**src/rtl/busperm_pkg.sv**
```systemverilog
// Shared constants and types for the bus-permutator control loader.
// Holds the word/byte widths, slot and word types, and the assembler state encoding.
package busperm_pkg;

    localparam int CTRL_W = 16;
    localparam int BYTE_W = 8;

    typedef logic [CTRL_W-1:0] ctrl_word_t;
    typedef logic [1:0]        slot_t;

    typedef enum logic [1:0] {
        IDLE  = 2'd0,
        HIGH  = 2'd1,
        WRITE = 2'd2
    } asm_state_t;

endpackage

```
**src/rtl/busperm_cfg_asm.sv**
```systemverilog
// Byte assembler: turns low/high configuration bytes into one table write strobe.
// Flags short (last on byte 0) and long (no last on byte 1) words with a one-cycle error pulse.
import busperm_pkg::*;

module busperm_cfg_asm #(
    parameter int BYTE_W = busperm_pkg::BYTE_W,
    parameter int SLOT_W = 2
) (
    input  logic                clk,
    input  logic                rst_n,
    input  logic                cfg_valid_i,
    output logic                cfg_ready_o,
    input  logic [BYTE_W-1:0]   cfg_data_i,
    input  logic                cfg_last_i,
    input  logic [SLOT_W-1:0]   cfg_slot_i,
    output logic                wr_en_o,
    output logic [SLOT_W-1:0]   wr_slot_o,
    output logic [2*BYTE_W-1:0] wr_word_o,
    output logic                cfg_err_o
);

    asm_state_t          state_q, state_d;
    logic                run_q;
    logic                err_q, err_d;
    logic [BYTE_W-1:0]   low_q, high_q;
    logic [SLOT_W-1:0]   slot_q;
    logic                xfer;
    logic                lo_cap, hi_cap;

    // run_q keeps the loader closed while in reset and opens it on the first clock after.
    always_ff @(posedge clk or negedge rst_n) begin
        if (!rst_n) begin
            state_q <= IDLE;
            run_q   <= 1'b0;
            err_q   <= 1'b0;
        end else begin
            state_q <= state_d;
            run_q   <= 1'b1;
            err_q   <= err_d;
        end
    end

    always_comb begin
        state_d = state_q;
        err_d   = 1'b0;
        case (state_q)
            IDLE: begin
                if (xfer) begin
                    if (cfg_last_i) err_d   = 1'b1;
                    else            state_d = HIGH;
                end
            end
            HIGH: begin
                if (xfer) begin
                    if (cfg_last_i) begin
                        state_d = WRITE;
                    end else begin
                        err_d   = 1'b1;
                        state_d = IDLE;
                    end
                end
            end
            WRITE:   state_d = IDLE;
            default: state_d = IDLE;
        endcase
    end

    always_comb begin
        cfg_ready_o = run_q && (state_q != WRITE);
        xfer        = cfg_valid_i && cfg_ready_o;
        wr_en_o     = (state_q == WRITE);
        lo_cap      = xfer && (state_q == IDLE) && !cfg_last_i;
        hi_cap      = xfer && (state_q == HIGH) && cfg_last_i;
    end

    // Word holding registers need no reset: the FSM restarts in IDLE and only WRITE consumes them.
    always_ff @(posedge clk) begin
        if (lo_cap) begin
            low_q  <= cfg_data_i;
            slot_q <= cfg_slot_i;
        end
        if (hi_cap) begin
            high_q <= cfg_data_i;
        end
    end

    assign wr_slot_o = slot_q;
    assign wr_word_o = {high_q, low_q};
    assign cfg_err_o = err_q;

endmodule

```
**src/rtl/busperm_ctrl_loader.sv**
```systemverilog
// Control-word front-end for the 8x4-bit bus permutator: slot table plus frame-synchronous output.
// The permutator control only changes on frame_start, reading the table before any same-cycle write.
import busperm_pkg::*;

module busperm_ctrl_loader #(
    parameter int CTRL_W = busperm_pkg::CTRL_W,
    parameter int BYTE_W = busperm_pkg::BYTE_W,
    parameter int SLOTS  = 4,
    localparam int SLOT_W = $clog2(SLOTS)
) (
    input  logic              clk,
    input  logic              rst_n,
    input  logic              cfg_valid,
    output logic              cfg_ready,
    input  logic [BYTE_W-1:0] cfg_data,
    input  logic              cfg_last,
    input  logic [SLOT_W-1:0] cfg_slot,
    input  logic              frame_start,
    input  logic [SLOT_W-1:0] sel_slot,
    output logic [CTRL_W-1:0] control,
    output logic [SLOT_W-1:0] active_slot,
    output logic              cfg_err
);

    if (CTRL_W != 2 * BYTE_W) begin : g_bad_width
        $error("CTRL_W must equal 2*BYTE_W");
    end
    if (SLOTS != (1 << SLOT_W)) begin : g_bad_slots
        $error("SLOTS must be a power of two");
    end

    logic              wr_en;
    logic [SLOT_W-1:0] wr_slot;
    logic [CTRL_W-1:0] wr_word;

    logic [CTRL_W-1:0] table_q [SLOTS];
    logic [CTRL_W-1:0] control_q;
    logic [SLOT_W-1:0] active_q;

    busperm_cfg_asm #(
        .BYTE_W (BYTE_W),
        .SLOT_W (SLOT_W)
    ) u_asm (
        .clk         (clk),
        .rst_n       (rst_n),
        .cfg_valid_i (cfg_valid),
        .cfg_ready_o (cfg_ready),
        .cfg_data_i  (cfg_data),
        .cfg_last_i  (cfg_last),
        .cfg_slot_i  (cfg_slot),
        .wr_en_o     (wr_en),
        .wr_slot_o   (wr_slot),
        .wr_word_o   (wr_word),
        .cfg_err_o   (cfg_err)
    );

    always_ff @(posedge clk or negedge rst_n) begin
        if (!rst_n) begin
            for (int i = 0; i < SLOTS; i++) begin
                table_q[i] <= '0;
            end
        end else if (wr_en) begin
            table_q[wr_slot] <= wr_word;
        end
    end

    // Same-edge table write and frame read: the read sees the pre-write entry.
    always_ff @(posedge clk or negedge rst_n) begin
        if (!rst_n) begin
            control_q <= '0;
            active_q  <= '0;
        end else if (frame_start) begin
            control_q <= table_q[sel_slot];
            active_q  <= sel_slot;
        end
    end

    assign control     = control_q;
    assign active_slot = active_q;

endmodule

```
**config.mk**
```make
export PLATFORM = sky130hd
export DESIGN_NAME = busperm_ctrl_loader
export DESIGN_NICKNAME = d
export VERILOG_FILES = /design/src/rtl/busperm_pkg.sv /design/src/rtl/busperm_cfg_asm.sv /design/src/rtl/busperm_ctrl_loader.sv
export SDC_FILE = /design/constraint.sdc
export NUM_CORES = 1
export LEC_CHECK = 0
export BUFFER_PORTS_ARGS = -buffer_cell sky130_fd_sc_hd__buf_2
export CORE_UTILIZATION = 48
export CTS_BUF_LIST = sky130_fd_sc_hd__clkbuf_4 sky130_fd_sc_hd__clkbuf_8
export DETAILED_ROUTE_END_ITERATION = 6
export PLACE_DENSITY = 0.65
export SKIP_CTS_REPAIR_TIMING = 1
export SYNTH_ARGS = -nofsm -noshare
export SYNTH_HDL_FRONTEND = slang
export SYNTH_SLANG_ARGS = --single-unit
```
**constraint.sdc**
```tcl
create_clock -name clk -period 1.9 [get_ports clk]
set_clock_uncertainty 0.15 [all_clocks]
set_input_delay 0.38 -clock clk [delete_from_list [all_inputs] [get_ports clk]]
set_output_delay 0.38 -clock clk [all_outputs]
set_load 0.02 [all_outputs]
```
==> out/results.ini <==
[critical_path]
start_kind = flop
required_ps = 1370
cp_top_family = flip-flops
cp_slowest_stage_delay_ps = 460
critPathKind = reg -> out
crit_buf_inv = 2
crit_chain = inv_1 -> a21boi_0 -> buf_2
cp-end-kind = primary output
cp_slowest_cell = dfrtp_2
critPathArrivalTime_ps = 1250
crit_fanout = 9

[timing]
period_share_pct = 93.47
report.final.slew_viol_count = 0
finalSetupViolCount = 0
min_period_ps = 1776
rsz0062_at_grt = false
fin_setup_tns_ps = 0
hold_viol = 0
fmax_mhz = 563.1

[yosys]
synthDistinctLibCells = 26
async_reset_ff_share_pct = 82.69
synth_edf_count = 18
ys.warnings.count = 0
ys.flop_type = dfrtp_1
synth_area_mm2 = 0.004270
synth.top_cell.area_share_pct = 50.40
ys_ff_latch = 104
synth_cells = 273
syn_area_per_cell_um2 = 15.64
synth_top_area_cell = dfrtp_1
syn_nets = 291
yosys-top-cells-area = dfrtp_1 50%, mux2_2 17%, edfxtp_1 13%
ys_seq_area_share_pct = 63.05

[die]
fp.coreArea_mm2 = 0.008678
ios = 37
die-width_um = 96.32
die_y_um = 96.32
start_util_pct = 49.21
die-area_mm2 = 0.009278
rows = 34

[grt]
grt_busiest_layer = met2
antenna_found_initial = 0
grtUsageMet2_pct = 29.55
global_route.usage.total_pct = 18.78
grt_overflow = 0
use_met1_pct = 26.56
grt_pass1_wl_um = 12480
grt_util_met3_pct = 2.923
grt_pass1_vias = 2334
grt_max_degree = 34

[clock_tree]
cts_buffer_depth = 2
cts_root_buf = clkbuf_8
clk_latency_ps = 350
cts_made_buffers = 9
cts_tree = yes
path_clk_slew_ps = 90
h-tree-depth = 3
clock_sink_count = 104

[layout]
antenna_cells = 0
final_nets = 336
multi_input_area_mm2 = 0.001461
register_area_mm2 = 0.002694
layout-drive-gt1-share_pct = 42.41
syn_to_final_growth_pct = 15.15
filler_cell_count = 736

[placement]
place_congestion = 0.7170
port_buffers = 36
post-dp-hpwl_um = 4824

[job]
maxCapViolations = 0

[route]
post_drt_wl_per_cell_um = 18.10
finalWirelength_um = 7803
first_pass_iters = 4
antenna_left = 0
drc_errors = 0
vias = 2332
first_iter_violations = 88
vias_per_cell = 5.411

[power]
power_density_mw_per_mm2 = 957.8
p_leak_nw = 2.349
power_mw = 4.710
ir_worst_vdd_uv = 439.9

[worst_hold_path]
hold_path.class = in -> reg

[status]
outcome = completed

state kept, by name, indices dropped and copies added, names as in the netlist:
register and flops:
u_asm.state_q 2, control 16, u_asm.high_q 8, u_asm.run_q 1, u_asm.cfg_err_o 1, active_slot 2
u_asm.low_q 8, u_asm.wr_slot_o 2, table_q 64
where the power goes:
part	switching (mW)	total, mW	leakage, nW	internal, mW
Sequential	0.121	2.61	1.33	2.49
Clock	0.708	1.54	0.121	0.833
Combinational	0.275	0.555	0.898	0.280
Total	1.10	4.71	2.35	3.61
per-stage QoR:
| stage | utilization, % | instances | instance area, um^2 | hold slack, ps | setup slack [ps] |
|---|---|---|---|---|---|
| final | 56.66 | 431 | 4917 | 52.32 | 124.1 |
| after global routing | 56.66 | 431 | 4917 | 46.09 | 32.86 |
| after CTS | 56.53 | 430 | 4906 | -170.6 | 5.460 |
| after detailed placement | 53.84 | 414 | 4672 | 217.8 | 262.2 |
| after global placement | 53.84 | 414 | 4672 | 217.3 | 275.3 |
| after floorplan | - | 273 | 4275 | -65.59 | 195.2 |
cell usage in the layout (no fill, tap or decap), types with 2 or more instances in the layout:
cell type / instances
and4bb_2: 2
buf_12: 7
buf_2: 35
buf_4: 7
bufinv_16: 2
clkbuf_8: 11
dfrtp_1: 85
edfxtp_1: 18
inv_1: 4
mux2_2: 65
mux2i_1: 32
nand2_1: 2
nand2b_1: 17
nor2_1: 3
o221ai_1: 16
cell type report:
type,instances,share of cell area [%]
sequential,104,54.78
multi-input combinational,149,29.72
timing repair buffer,50,7.684
clock buffer,12,3.232
tap,108,2.748
clock inverter,4,1.527
inverter,4,0.3053
worst register-to-register path, delay by kind of cell (launching register included):
| kind | cells | cell delay (ps) |
|---|---|---|
| flip-flops | 1 | 470 |
| AND/OR/NAND/NOR | 1 | 360 |
| multiplexers | 1 | 340 |
| buffers and inverters | 1 | 210 |
Yosys cell counts (2+ instances only):
cell,n
dfrtp_1,86
mux2_2,65
mux2i_1,32
edfxtp_1,18
nand2b_1,17
o221ai_1,16
clkbuf_1,5
buf_2,4
buf_6,4
inv_1,4
buf_4,3
nor2_1,3
and4bb_2,2
nand2_1,2
logic make-up after synthesis:
group / share of synthesized area (%)
flip-flops: 63.05
AO/OA/AOI/OAI: 4.102
other: 0.08781
AND/OR/NAND/NOR: 4.981
buffers and inverters: 2.842
multiplexers: 24.64
adder cells (fa/ha/maj): 0.2930
final timing paths:
kind,startpoint,end,slack (ps),cells after the start
worst min register to register,control[2],control[2],350,2
worst min-delay path,cfg_slot[1],u_asm.wr_slot_o[1],50,1
worst max-delay path,u_asm.state_q[0],cfg_ready,120,3
max in group asynchronous,rst_n,u_asm.state_q[0],700,3
worst max register to register,u_asm.wr_slot_o[0],table_q[59],250,3
min in group asynchronous,rst_n,table_q[5],380,2
layer usage:
| metal | share of wire (%) | vias to the layer above |
|---|---|---|
| met3 | 2.4 | 9 |
| met4 | 1.1 | 0 |
| met5 | 0 | - |
| li1 | - | 1094 |
| met1 | 49 | 1198 |
| met2 | 48 | 31 |
(Power assumes the default switching activity.)
